===== src/rtl/spc_image_sink.sv =====
// Receiving end of the SPC image stream: checks the header signature, captures the
// SPC700 registers and queues ARAM / DSP register bytes for a ready/ack write port.
module spc_image_sink #(
  parameter int FIFO_DEPTH = 4
) (
  input  logic        clk_i,
  input  logic        reset_i,
  input  logic        load_start_i,
  input  logic [7:0]  din_i,
  input  logic [16:0] din_addr_i,
  input  logic        din_valid_i,
  input  logic        load_done_i,
  output logic        wr_req_o,
  output logic        wr_sel_o,
  output logic [15:0] wr_addr_o,
  output logic [7:0]  wr_data_o,
  input  logic        wr_ack_i,
  output logic [15:0] cpu_pc_o,
  output logic [7:0]  cpu_a_o,
  output logic [7:0]  cpu_x_o,
  output logic [7:0]  cpu_y_o,
  output logic [7:0]  cpu_psw_o,
  output logic [7:0]  cpu_sp_o,
  output logic        regs_valid_o,
  output logic        image_ok_o,
  output logic [2:0]  err_o
);

  localparam int PW = (FIFO_DEPTH > 1) ? $clog2(FIFO_DEPTH) : 1;
  localparam int CW = $clog2(FIFO_DEPTH + 1);
  localparam logic [16:0] LAST_ADDR  = 17'h101FF;
  localparam logic [16:0] IMAGE_SIZE = 17'h10200;

  typedef enum logic [2:0] {IDLE, RECV, DRAIN, DONE, ERR} state_t;

  typedef struct packed {
    logic        sel;
    logic [15:0] addr;
    logic [7:0]  data;
  } entry_t;

  state_t        state_q, state_d;
  logic [16:0]   exp_q, exp_d;
  logic          sig_bad_q, sig_bad_d;
  logic [15:0]   pc_q, pc_d;
  logic [7:0]    a_q, a_d, x_q, x_d, y_q, y_d, psw_q, psw_d, sp_q, sp_d;
  logic          regs_valid_q, regs_valid_d;
  logic [2:0]    err_q, err_d;
  logic [PW-1:0] wr_ptr_q, wr_ptr_d, rd_ptr_q, rd_ptr_d;
  logic [CW-1:0] count_q, count_d;
  entry_t        mem_q [FIFO_DEPTH];

  entry_t entry, head;
  logic   routed, push, pop, flush, full, sig_mismatch;

  function automatic logic [7:0] sig_char(input logic [3:0] idx);
    case (idx)
      4'd0:    return 8'h53;
      4'd1:    return 8'h4E;
      4'd2:    return 8'h45;
      4'd3:    return 8'h53;
      4'd4:    return 8'h2D;
      4'd5:    return 8'h53;
      4'd6:    return 8'h50;
      4'd7:    return 8'h43;
      4'd8:    return 8'h37;
      4'd9:    return 8'h30;
      4'd10:   return 8'h30;
      default: return 8'h00;
    endcase
  endfunction

  // Address decode of the incoming byte into a write-port entry.
  always_comb begin
    entry      = '0;
    entry.data = din_i;
    routed     = 1'b0;
    if (din_addr_i >= 17'h00100 && din_addr_i <= 17'h100FF) begin
      routed     = 1'b1;
      entry.addr = din_addr_i[15:0] - 16'h0100;
    end else if (din_addr_i >= 17'h10100 && din_addr_i <= 17'h1017F) begin
      routed     = 1'b1;
      entry.sel  = 1'b1;
      entry.addr = {9'd0, din_addr_i[6:0]};
    end else if (din_addr_i >= 17'h101C0 && din_addr_i <= LAST_ADDR) begin
      routed     = 1'b1;
      entry.addr = {10'h3FF, din_addr_i[5:0]};
    end
    sig_mismatch = (din_addr_i <= 17'h0000A) && (din_i != sig_char(din_addr_i[3:0]));
  end

  assign full = (count_q == CW'(FIFO_DEPTH));

  always_comb begin
    state_d      = state_q;
    exp_d        = exp_q;
    sig_bad_d    = sig_bad_q;
    pc_d         = pc_q;
    a_d          = a_q;
    x_d          = x_q;
    y_d          = y_q;
    psw_d        = psw_q;
    sp_d         = sp_q;
    regs_valid_d = regs_valid_q;
    err_d        = err_q;
    push         = 1'b0;
    flush        = 1'b0;
    pop          = (count_q != '0) && wr_ack_i;

    if (load_start_i) begin
      state_d      = RECV;
      exp_d        = '0;
      sig_bad_d    = 1'b0;
      pc_d         = '0;
      a_d          = '0;
      x_d          = '0;
      y_d          = '0;
      psw_d        = '0;
      sp_d         = '0;
      regs_valid_d = 1'b0;
      err_d        = '0;
      flush        = 1'b1;
    end else begin
      case (state_q)
        RECV: begin
          // Error causes are tested in priority order: ordering, signature, overflow, short.
          if (din_valid_i && din_addr_i != exp_q) begin
            state_d = ERR;
            err_d   = 3'd2;
            flush   = 1'b1;
          end else if (din_valid_i && din_addr_i == 17'h0000A && (sig_bad_q || sig_mismatch)) begin
            state_d = ERR;
            err_d   = 3'd1;
            flush   = 1'b1;
          end else if (din_valid_i && routed && full && !pop) begin
            state_d = ERR;
            err_d   = 3'd3;
            flush   = 1'b1;
          end else if (load_done_i && exp_q != IMAGE_SIZE) begin
            state_d = ERR;
            err_d   = 3'd4;
            flush   = 1'b1;
          end else if (din_valid_i) begin
            exp_d     = exp_q + 17'd1;
            sig_bad_d = sig_bad_q | sig_mismatch;
            push      = routed;
            case (din_addr_i)
              17'h00025: pc_d[7:0]  = din_i;
              17'h00026: pc_d[15:8] = din_i;
              17'h00027: a_d        = din_i;
              17'h00028: x_d        = din_i;
              17'h00029: y_d        = din_i;
              17'h0002A: psw_d      = din_i;
              17'h0002B: begin
                sp_d         = din_i;
                regs_valid_d = ~sig_bad_q;
              end
              default: ;
            endcase
            if (din_addr_i == LAST_ADDR) state_d = DRAIN;
          end
        end
        DRAIN: if (count_q == '0) state_d = DONE;
        default: ;
      endcase
    end

    wr_ptr_d = wr_ptr_q;
    rd_ptr_d = rd_ptr_q;
    count_d  = count_q;
    if (flush) begin
      wr_ptr_d = '0;
      rd_ptr_d = '0;
      count_d  = '0;
    end else begin
      if (push) wr_ptr_d = wr_ptr_q + 1'b1;
      if (pop)  rd_ptr_d = rd_ptr_q + 1'b1;
      case ({push, pop})
        2'b10:   count_d = count_q + 1'b1;
        2'b01:   count_d = count_q - 1'b1;
        default: ;
      endcase
    end
  end

  always_ff @(posedge clk_i) begin
    if (reset_i) begin
      state_q      <= IDLE;
      exp_q        <= '0;
      sig_bad_q    <= 1'b0;
      pc_q         <= '0;
      a_q          <= '0;
      x_q          <= '0;
      y_q          <= '0;
      psw_q        <= '0;
      sp_q         <= '0;
      regs_valid_q <= 1'b0;
      err_q        <= '0;
      wr_ptr_q     <= '0;
      rd_ptr_q     <= '0;
      count_q      <= '0;
    end else begin
      state_q      <= state_d;
      exp_q        <= exp_d;
      sig_bad_q    <= sig_bad_d;
      pc_q         <= pc_d;
      a_q          <= a_d;
      x_q          <= x_d;
      y_q          <= y_d;
      psw_q        <= psw_d;
      sp_q         <= sp_d;
      regs_valid_q <= regs_valid_d;
      err_q        <= err_d;
      wr_ptr_q     <= wr_ptr_d;
      rd_ptr_q     <= rd_ptr_d;
      count_q      <= count_d;
    end
  end

  // Storage needs no reset; the head is masked whenever the FIFO is empty.
  always_ff @(posedge clk_i) begin
    if (push) mem_q[wr_ptr_q] <= entry;
  end

  assign head         = mem_q[rd_ptr_q];
  assign wr_req_o     = (count_q != '0);
  assign wr_sel_o     = wr_req_o & head.sel;
  assign wr_addr_o    = wr_req_o ? head.addr : 16'h0000;
  assign wr_data_o    = wr_req_o ? head.data : 8'h00;
  assign cpu_pc_o     = pc_q;
  assign cpu_a_o      = a_q;
  assign cpu_x_o      = x_q;
  assign cpu_y_o      = y_q;
  assign cpu_psw_o    = psw_q;
  assign cpu_sp_o     = sp_q;
  assign regs_valid_o = regs_valid_q;
  assign image_ok_o   = (state_q == DONE);
  assign err_o        = err_q;

endmodule


===== config.mk =====
export PLATFORM = sky130hd
export DESIGN_NAME = spc_image_sink
export DESIGN_NICKNAME = d
export VERILOG_FILES = /design/src/rtl/spc_image_sink.sv
export SDC_FILE = /design/constraint.sdc
export NUM_CORES = 1
export LEC_CHECK = 0
export CORE_MARGIN = 2
export CORE_UTILIZATION = 40
export CTS_BUF_LIST = sky130_fd_sc_hd__clkbuf_4 sky130_fd_sc_hd__clkbuf_8
export DETAILED_ROUTE_END_ITERATION = 10
export PLACE_DENSITY_LB_ADDON = 0.15
export SYNTH_ARGS = -nofsm -noshare
export SYNTH_HDL_FRONTEND = slang
export SYNTH_SLANG_ARGS = --single-unit

===== constraint.sdc =====
create_clock -name clk_i -period 15.9 [get_ports clk_i]
set_input_delay 4.77 -clock clk_i [delete_from_list [all_inputs] [get_ports clk_i]]
set_output_delay 4.77 -clock clk_i [all_outputs]
set_load 0.02 [all_outputs]

After elaboration in Yosys (flattened, before gate mapping)
Memory sizes are Yosys's and may differ from the RTL's. A register that Yosys moved wholly into a read port is not among the register bits.
Index checks and enable logic that the tools add are counted.
{"block": "totals", "rom_bits": 112, "in_bits": 31, "wordCells": 136, "regBits": 88, "mem_count": 2, "ram_bits": 100}
{"memory": "(no name shown)", "depth": 16, "width": 7, "read_ports": 1, "rd_ports_with_merged_regs": 0, "wr": 0, "line_no": "57", "text": "case (idx)"}
{"memory": "mem_q", "depth": 4, "width": 25, "read_ports": 1, "rd_ports_with_merged_regs": 1, "wr": 1, "line_no": "51", "text": "entry_t mem_q [FIFO_DEPTH];"}
{"block": "classes", "order_cmp": 7, "n_eq_ne": 24, "addsub": 6, "reduce_logical": 33, "mux": 41, "bitwise": 7}
{"op": "$eq A17 B6 Y1 const B", "n": 7}
{"op": "$mux W16", "n": 4}
{"op": "$le A17 B17 Y1 const B", "n": 3}
{"op": "$reduce_and A7 Y1", "n": 7}
{"op": "$ge A17 B17 Y1 const B", "n": 2}
{"op": "$mux W3", "n": 11}
{"op": "$mux W1", "n": 21}
{"op": "$add A17 B1 Y17 const B", "n": 1}
{"op": "$eq A17 B17 Y1 const B", "n": 1}
{"op": "$eq A17 B4 Y1 const B", "n": 1}
{"op": "$ge A17 B9 Y1 const B", "n": 1}
{"op": "$le A17 B4 Y1 const B", "n": 1}
{"op": "$ne A17 B17 Y1", "n": 1}
{"op": "$ne A17 B17 Y1 const B", "n": 1}
{"op": "$sub A16 B9 Y16 const B", "n": 1}
{"op": "$ne A7 B7 Y1 const B", "n": 2}
{"op": "$logic_and A1 B1 Y1", "n": 12}
{"op": "$ne A6 B6 Y1 const B", "n": 2}
{"op": "$pmux W3 S2", "n": 2}
{"op": "$mux W8", "n": 1}
{"op": "$ne A8 B8 Y1", "n": 1}
{"op": "$reduce_and A4 Y1", "n": 2}
{"op": "$eq A3 B2 Y1 const B", "n": 2}
{"op": "$reduce_and A6 Y1", "n": 1}
{"op": "21 further kinds", "n": 30}

Depth between registers and ports, before layout
Gate-level depths: netlist (run 1).
{"block": "depth", "ltp_word": 15, "depth_mapped": 18, "depth_no_buf": 16}

Worst setup path after synthesis (run 1)
No wires, ideal clock.
{"block": "synth_path", "path_kind": "input port to flip-flop", "start": "input port din_addr_i[0]", "end": "register count_q[2]", "path_slack_ns": 7.360, "required_time_ns": 15.761, "setup_time_ns": 0.139, "stages": 18, "arrival_ns": 8.401, "n_path_buf": 2, "path_cell_list": "clkbuf_1 inv_1 ha_1 mux2_1 a2bb2oi_1 xnor2_1 nor4_1 a2111oi_1 clkbuf_1 nor3b_2 inv_1 ha_1 inv_1 fa_1 xor2_1 nor2_1 xnor2_1 nor2_1"}
{"block": "synth_between", "elab_chain_cells": 15}
{"element": "from (decl)", "line_no": "10", "text": "input logic [16:0] din_addr_i,"}
{"element": "$ge A17 B17 Y1 / $le A17 B17 Y1 (equally long branches)", "line_no": "85", "text": "end else if (din_addr_i >= 17'h101C0 && din_addr_i <= LAST_ADDR) begin"}
{"element": "$logic_and A1 B1 Y1", "line_no": "85"}
{"element": "$mux W1", "line_no": "85"}
{"element": "$mux W1", "line_no": "81", "text": "end else if (din_addr_i >= 17'h10100 && din_addr_i <= 17'h1017F) begin"}
{"element": "$mux W1", "line_no": "78", "text": "if (din_addr_i >= 17'h00100 && din_addr_i <= 17'h100FF) begin"}
{"element": "$logic_and A1 B1 Y1 (3 in series)", "line_no": "135", "text": "end else if (din_valid_i && routed && full && !pop) begin"}
{"element": "$mux W1", "line_no": "135"}
{"element": "$mux W1", "line_no": "131", "text": "end else if (din_valid_i && din_addr_i == 17'h0000A && (sig_bad_q || sig_mismatch)) begin"}
{"element": "$mux W1", "line_no": "127", "text": "if (din_valid_i && din_addr_i != exp_q) begin"}
{"element": "$mux W1", "line_no": "124", "text": "case (state_q)"}
{"element": "$mux W1", "line_no": "110", "text": "if (load_start_i) begin"}
{"element": "$eq A2 B1 Y1 / $eq A2 B2 Y1 (equally long branches)", "line_no": "178", "text": "case ({push, pop})"}
{"element": "$pmux W3 S2 / $reduce_bool A2 Y1 (equally long branches)"}
{"element": "to (signal assigned)", "line_no": "216", "text": "count_q <= count_d;"}
{"element": "to (decl)", "line_no": "50", "text": "logic [CW-1:0] count_q, count_d;"}
Several ways; a longest one is shown, not always the timed one.
A chain may end at the register's enable or synchronous reset.

Worst setup path in the final report (run 1)
{"block": "layout_path", "start": "input port din_addr_i[10]", "end": "register count_q[2]"}
Same word-level chain as after synthesis.

==> results of run 1 <==
==> power breakdown <==
part	internal [W]	total, W	switching, W
clock network	0.000162	0.000345	0.000183
registers	0.000517	0.000517	0.000000748
logic	0.0000191	0.0000540	0.0000349
total	0.000698	0.000916	0.000219
==> layout make-up <==
class	instances	area, um2	area share [%]
clock buffers	17	234.0	2.207
well taps	280	350.3	3.304
repair buffers	127	1246	11.75
clock inverters	15	200.2	1.888
inverters	18	67.56	0.6372
multi-input cells	490	3700	34.89
flip-flops and latches	190	4805	45.31
==> through the flow <==
stage	util [%]	setup slack, ns
floorplan	-	7.360
global placement	46.88	6.594
detailed placement	46.88	6.387
CTS	48.89	6.892
global route	48.89	6.463
finish	48.89	6.837
==> logic make-up after synthesis <==
family,synth area share [%]
xor gates and xnor gates,3.998
AOI/OAI and AO/OA,5.497
buffers and inverters,3.013
DFF,54.83
adders and majority gates,2.656
and+or+nand+nor,17.18
muxes,12.84
==> tightest hold or removal path: cells and delay by family, from the launching register on <==
kind,cells,cell delay (ns)
AOI/OAI and AO/OA,1,0.05
DFF,1,0.33
and+or+nand+nor,1,0.05
==> worst min path at each step <==
stage	startpoint	slack (ns)	depth (start not counted)	to
after floorplan	sig_bad_q$_SDFFE_PP0P_	0.45	2	sig_bad_q$_SDFFE_PP0P_
after global placement	regs_valid_o$_SDFFE_PP0P_	0.45	2	regs_valid_o$_SDFFE_PP0P_
after detailed placement	cpu_sp_o[7]$_SDFFE_PP0P_	0.45	2	cpu_sp_o[7]$_SDFFE_PP0P_
after CTS	cpu_sp_o[7]$_SDFFE_PP0P_	0.47	2	cpu_sp_o[7]$_SDFFE_PP0P_
after global routing	regs_valid_o$_SDFFE_PP0P_	0.49	2	regs_valid_o$_SDFFE_PP0P_
final	cpu_sp_o[7]$_SDFFE_PP0P_	0.47	2	cpu_sp_o[7]$_SDFFE_PP0P_
==> cells in the final DEF (no fill, tap or decap), types with 5 or more instances in the layout <==
| cell | instances |
|---|---|
| clkbuf_8 | 17 |
| nor2_1 | 87 |
| buf_4 | 10 |
| nand2_1 | 42 |
| edfxtp_1 | 100 |
| nor3_1 | 10 |
| xnor2_1 | 19 |
| mux2i_1 | 55 |
| a21oi_1 | 27 |
| o21ai_0 | 17 |
| mux4_2 | 25 |
| dfxtp_1 | 90 |
| nand3_1 | 23 |
| inv_1 | 18 |
| ha_1 | 17 |
| nand4_1 | 11 |
| or3_1 | 8 |
| and2_1 | 32 |
| clkdlybuf4s50_1 | 117 |
| and3_1 | 5 |
| nor4_1 | 11 |
| xor2_1 | 21 |
==> per-layer routing <==
| layer | track usage (%) | vias up | share of wire [%] | wire [um] |
|---|---|---|---|---|
| met5 | 0 | - | 0 | 0 |
| met3 | 4.364 | 23 | 5.3 | 1100 |
| met2 | 31.96 | 154 | 49 | 10300 |
| met4 | 5.296 | 0 | 1.4 | 294 |
| met1 | 23.69 | 2950 | 44 | 9218 |
| li1 | - | 2888 | - | - |
==> flip-flops by register name, summed over array words and instances, names as in the netlist, 2 cells and up, named ones only <==
signal     count
mem_q        100
exp_q         17
cpu_pc_o      16
cpu_a_o        8
cpu_psw_o      8
cpu_sp_o       8
cpu_x_o        8
cpu_y_o        8
count_q        3
err_o          3
state_q        3
rd_ptr_q       2
wr_ptr_q       2
==> results.py, run 1 <==
metrics = {
    "worst_setup_path": {
        "critical_path.endpoint": "count_q[2]$_SDFFE_PP0P_",
        "reg2regPathDepth": 14,
        "startpoint_type": "input port",
        "cp_top_family": "simple AND/OR/NAND/NOR gates",
        "reg2reg_to": "count_q[2]$_SDFFE_PP0P_",
        "worst-path-buf-inv": 3,
        "worst_ep_required_time_ns": 16.22,
        "r2r_setup_slack_ns": 11.66,
        "worst_ep_arrival_time_ns": 9.39,
        "path_cells": "clkdlybuf4s50_1 > nor4_2 > nand2_1 > or3_1 > a222oi_1 > and2b_4 > nor3b_2 > inv_1 > ha_1 > inv_1 > fa_1 > xor2_1 > nor2_1 > xnor2_1 > nor2_1",
        "r2r_start": "exp_q[9]$_SDFFE_PP0P_",
        "worstPathMaxFanout": 14,
        "crit_start": "din_addr_i[10]",
        "critical_path_class": "in2reg",
        "critical_path_depth": 15,
        "cp-end-kind": "register",
        "cp_slowest_cell": "nor4_2",
        "cpPeakStageDelay_ns": 0.79,
    },
    "sta": {
        "hold_violations": 0,
        "setup_viol": 0,
        "rsz0062_at_grt": "false",
        "fmax_mhz": 110.3,
        "worst_slew_pin_slew_ns": 0.9767,
        "drv_slew": 0,
        "holdWs_ns": 0.4670,
        "finalCriticalPeriod_ns": 9.063,
        "max-slew-margin-rel_pct": 34.88,
        "fin_worst_skew_ns": 0.01514,
        "finalSetupTns_ns": 0,
        "fin_crit_sh_pct": 57.00,
    },
    "placement": {
        "io_buffers": 117,
        "gp_congestion": 0.8406,
        "dpl-instance-area_mm2": 0.01017,
        "hpwl_mm": 14.59,
        "post-place-cells": 1105,
    },
    "clock_tree": {
        "insertion_delay_ns": 0.47,
        "htree_num_levels": 4,
        "ctsResizeCount": 0,
        "clock_path_buffers": 2,
        "cts_tree": "done",
        "cts.hold.buffers_added": 0,
        "post_cts_buffers": 0,
        "cts_root_buf": "clkbuf_8",
        "numCtsBuffers": 17,
        "clock_sinks": 190,
        "path_clk_slew_ns": 0.10,
    },
    "logic_synthesis": {
        "yosysTopAreaCellShare_pct": 34.27,
        "postSynthAreaPerCell_um2": 11.73,
        "synth_top_cell_by_area": "edfxtp_1",
        "ys_top_cells_by_area": "edfxtp_1 34%, dfxtp_1 21%, mux4_2 6.4%",
        "yosysWarnings": 0,
        "synthTopCellsByCount": "100 x edfxtp_1, 90 x dfxtp_1, 87 x nor2_1",
        "synth-edff-count": 100,
        "synth.distinct_cells": 63,
        "synthArstFlopShare_pct": 0,
        "ys_seq_area_share_pct": 54.83,
        "ys_ff_latch": 190,
        "synth.net_count": 796,
        "syn-cell-area_mm2": 0.008763,
        "syn_inst": 747,
        "synthMostInstantiatedCell": "edfxtp_1",
        "ys.flop_type": "edfxtp_1",
    },
    "die": {
        "core_area_mm2": 0.02169,
        "start_util_pct": 40.41,
        "dieArea_mm2": 0.02311,
        "die_height_um": 152.0,
        "rows": 54,
        "io_pins": 118,
        "fp.dieW_um": 152.0,
    },
    "power": {
        "power.total_w": 0.0009164,
        "leakagePower_nw": 3.682,
        "p_per_area_mw_per_mm2": 86.43,
        "ir_drop_mv": 0.05075,
    },
    "finish": {
        "area_growth_pct": 20.99,
        "n_fill_cell": 1945,
        "fin_nets": 893,
        "num_antenna_cells": 0,
        "finalNonFillerCells": 1137,
        "drive_gt1_share_pct": 10.62,
        "final_area_mm2": 0.01060,
    },
    "global_routing": {
        "grt_max_degree": 75,
        "antenna_found_initial": 0,
        "grt_pass1_vias": 6256,
        "grt_pass1_wl_mm": 34.29,
        "overflow": 0,
        "grt_use_total_pct": 18.66,
    },
    "drt": {
        "via_per_inst": 5.290,
        "wl_per_cell_um": 18.39,
        "drt_pass1_iterations": 4,
        "drt_wl_total_mm": 20.91,
        "vias": 6015,
        "first_iter_violations": 366,
        "ant_nets": 0,
        "drc": 0,
    },
    "min_path": {
        "hold_path_class": "reg2reg",
    },
    "status": {
        "status": "complete, no violations",
    },
    "flow_run": {
        "max_cap_violations": 0,
    },
}
No activity file was read; power rests on OpenSTA's default activity.
==> inputs of run 2 (changes only) <==
==> constraint.sdc (replaced) <==
create_clock -name clk_i -period 8.3 [get_ports clk_i]
set_input_delay 2.49 -clock clk_i [delete_from_list [all_inputs] [get_ports clk_i]]
set_output_delay 2.49 -clock clk_i [all_outputs]
set_load 0.02 [all_outputs]
==> run 2 against run 1 <==
Against the previous run: first-iteration DRC count down 20%; sequential cell count unchanged; sequential power up 92%; design area unchanged; largest cell class unchanged.
==> results.py, run 2 (synthesized netlist as in run 1, its figures left out) <==
metrics = {
    "status": {
        "status": "complete, no violations",
    },
    "clock_tree": {
        "numCtsBuffers": 17,
        "clock_path_buffers": 2,
        "cts_root_buf": "clkbuf_8",
        "cts_tree": "done",
        "cts.hold.buffers_added": 0,
        "htree_num_levels": 4,
        "ctsResizeCount": 0,
        "path_clk_slew_ns": 0.11,
        "post_cts_buffers": 0,
        "clock_sinks": 190,
        "insertion_delay_ns": 0.46,
    },
    "sta": {
        "hold_violations": 0,
        "fin_crit_sh_pct": 74.39,
        "worst_slew_pin_slew_ns": 0.8496,
        "finalCriticalPeriod_ns": 6.175,
        "max-slew-margin-rel_pct": 43.09,
        "fin_worst_skew_ns": 0.01718,
        "finalSetupTns_ns": 0,
        "setup_viol": 0,
        "fmax_mhz": 162.0,
        "drv_slew": 0,
        "rsz0062_at_grt": "false",
    },
    "worst_setup_path": {
        "cp_slowest_cell": "clkdlybuf4s50_1",
        "startpoint_type": "input port",
        "worst_ep_arrival_time_ns": 6.50,
        "worst-path-buf-inv": 5,
        "path_cells": "clkdlybuf4s50_1 > inv_1 > ha_1 > mux2i_1 > o21ai_0 > xor2_1 > nor4b_1 > a2111oi_2 > buf_4 > nor3b_2 > inv_1 > ha_1 > inv_1 > fa_1 > xor2_1 > nor2_1 > xnor2_1 > nor2_1",
        "critical_path_class": "in2reg",
        "cp-end-kind": "register",
        "cpPeakStageDelay_ns": 0.77,
        "path_common_cell": "inv_1",
        "worstPathMaxFanout": 13,
        "worst_ep_required_time_ns": 8.63,
        "cp_top_family": "buffers and inverters",
    },
    "die": {
        "io_pins": 118,
        "core_area_mm2": 0.02169,
        "fp.dieW_um": 152.0,
        "start_util_pct": 40.41,
        "rows": 54,
        "dieArea_mm2": 0.02311,
        "die_height_um": 152.0,
    },
    "power": {
        "p_per_area_mw_per_mm2": 164.6,
        "power.total_w": 0.001745,
        "ir_drop_mv": 0.09508,
        "leakagePower_nw": 3.683,
    },
    "drt": {
        "wl_per_cell_um": 18.82,
        "ant_nets": 0,
        "m1WireLength_mm": 9.558,
        "drt_pass1_iterations": 8,
        "drc": 0,
        "wl_met2_mm": 10.37,
        "dr.max_layer_used": "met4",
        "first_iter_violations": 291,
        "drt_wl_total_mm": 21.42,
        "wl_met3_mm": 1.238,
        "via_per_inst": 5.340,
        "vias": 6077,
    },
    "finish": {
        "final_util_pct": 48.89,
        "num_antenna_cells": 0,
        "mostFrequentLayoutCells": "117 x clkdlybuf4s50_1, 100 x edfxtp_1, 90 x dfxtp_1",
        "largest_reg_flops": 100,
        "drive_gt1_share_pct": 10.72,
        "area_growth_pct": 20.99,
        "n_fill_cell": 1913,
        "mostFrequentLayoutCell": "clkdlybuf4s50_1",
        "fin_nets": 894,
        "regMostFlops": "mem_q",
    },
    "global_routing": {
        "grt_pass1_vias": 6167,
        "grt_max_degree": 75,
        "grt_pass1_wl_mm": 34.39,
        "grt_use_total_pct": 18.84,
        "overflow": 0,
        "antenna_found_initial": 0,
    },
    "placement": {
        "io_buffers": 117,
        "gp_congestion": 0.8517,
        "hpwl_mm": 14.64,
    },
    "flow_run": {
        "max_cap_violations": 0,
    },
    "min_path": {
        "hold_path_class": "reg2reg",
    },
}
[run 2: metrics by stage]
step / hold slack, ns / cell area, um2 / std cells / setup WS [ns]
finish: 0.4557 / 10600 / 1138 / 2.125
global route: 0.4745 / 10600 / 1138 / 1.814
CTS: 0.4631 / 10600 / 1138 / 2.161
detailed placement: 0.4501 / 10180 / 1106 / 1.630
global placement: 0.4475 / 10180 / 1106 / 1.852
floorplan: 0.4514 / 8763 / 747 / 2.040
[run 2: power by group]
group          internal [W]  total (W)  switching, W
clock network      0.000307   0.000650      0.000343
logic             0.0000367   0.000104     0.0000676
registers          0.000990   0.000991    0.00000139
[run 2: path summary, 6_finish.rpt]
path | cells after the start | slack [ns] | endpoint | start
worst max-delay path | 18 | 2.13 | count_q[2]$_SDFFE_PP0P_ | din_addr_i[1]
worst min-delay path | 2 | 0.46 | regs_valid_o$_SDFFE_PP0P_ | regs_valid_o$_SDFFE_PP0P_
worst max register to register | 16 | 4.23 | count_q[2]$_SDFFE_PP0P_ | exp_q[0]$_SDFFE_PP0P_
worst min register to register | 2 | 0.46 | regs_valid_o$_SDFFE_PP0P_ | regs_valid_o$_SDFFE_PP0P_
[run 2: layer usage]
layer / vias to the layer above / track usage, %
met1: 2967 / 24.38
met3: 20 / 4.735
met4: 0 / 4.984
met2: 187 / 31.68
met5: - / 0
li1: 2903 / -
[run 2: area by class of cell]
class	count	area (um2)	share of cell area [%]
clock buffer	19	261.5	2.466
sequential	190	4805	45.31
timing repair buffer	128	1254	11.82
multi-input combinational	490	3700	34.89
clock inverter	13	165.2	1.558
tap	280	350.3	3.304
inverter	18	67.56	0.6372
[run 2: worst min-delay path, delay by kind of cell (launching register included)]
| kind | cells | cell delay [ns] |
|---|---|---|
| AND/OR/NAND/NOR | 1 | 0.05 |
| flip-flops | 1 | 0.31 |
| AO/OA/AOI/OAI | 1 | 0.05 |
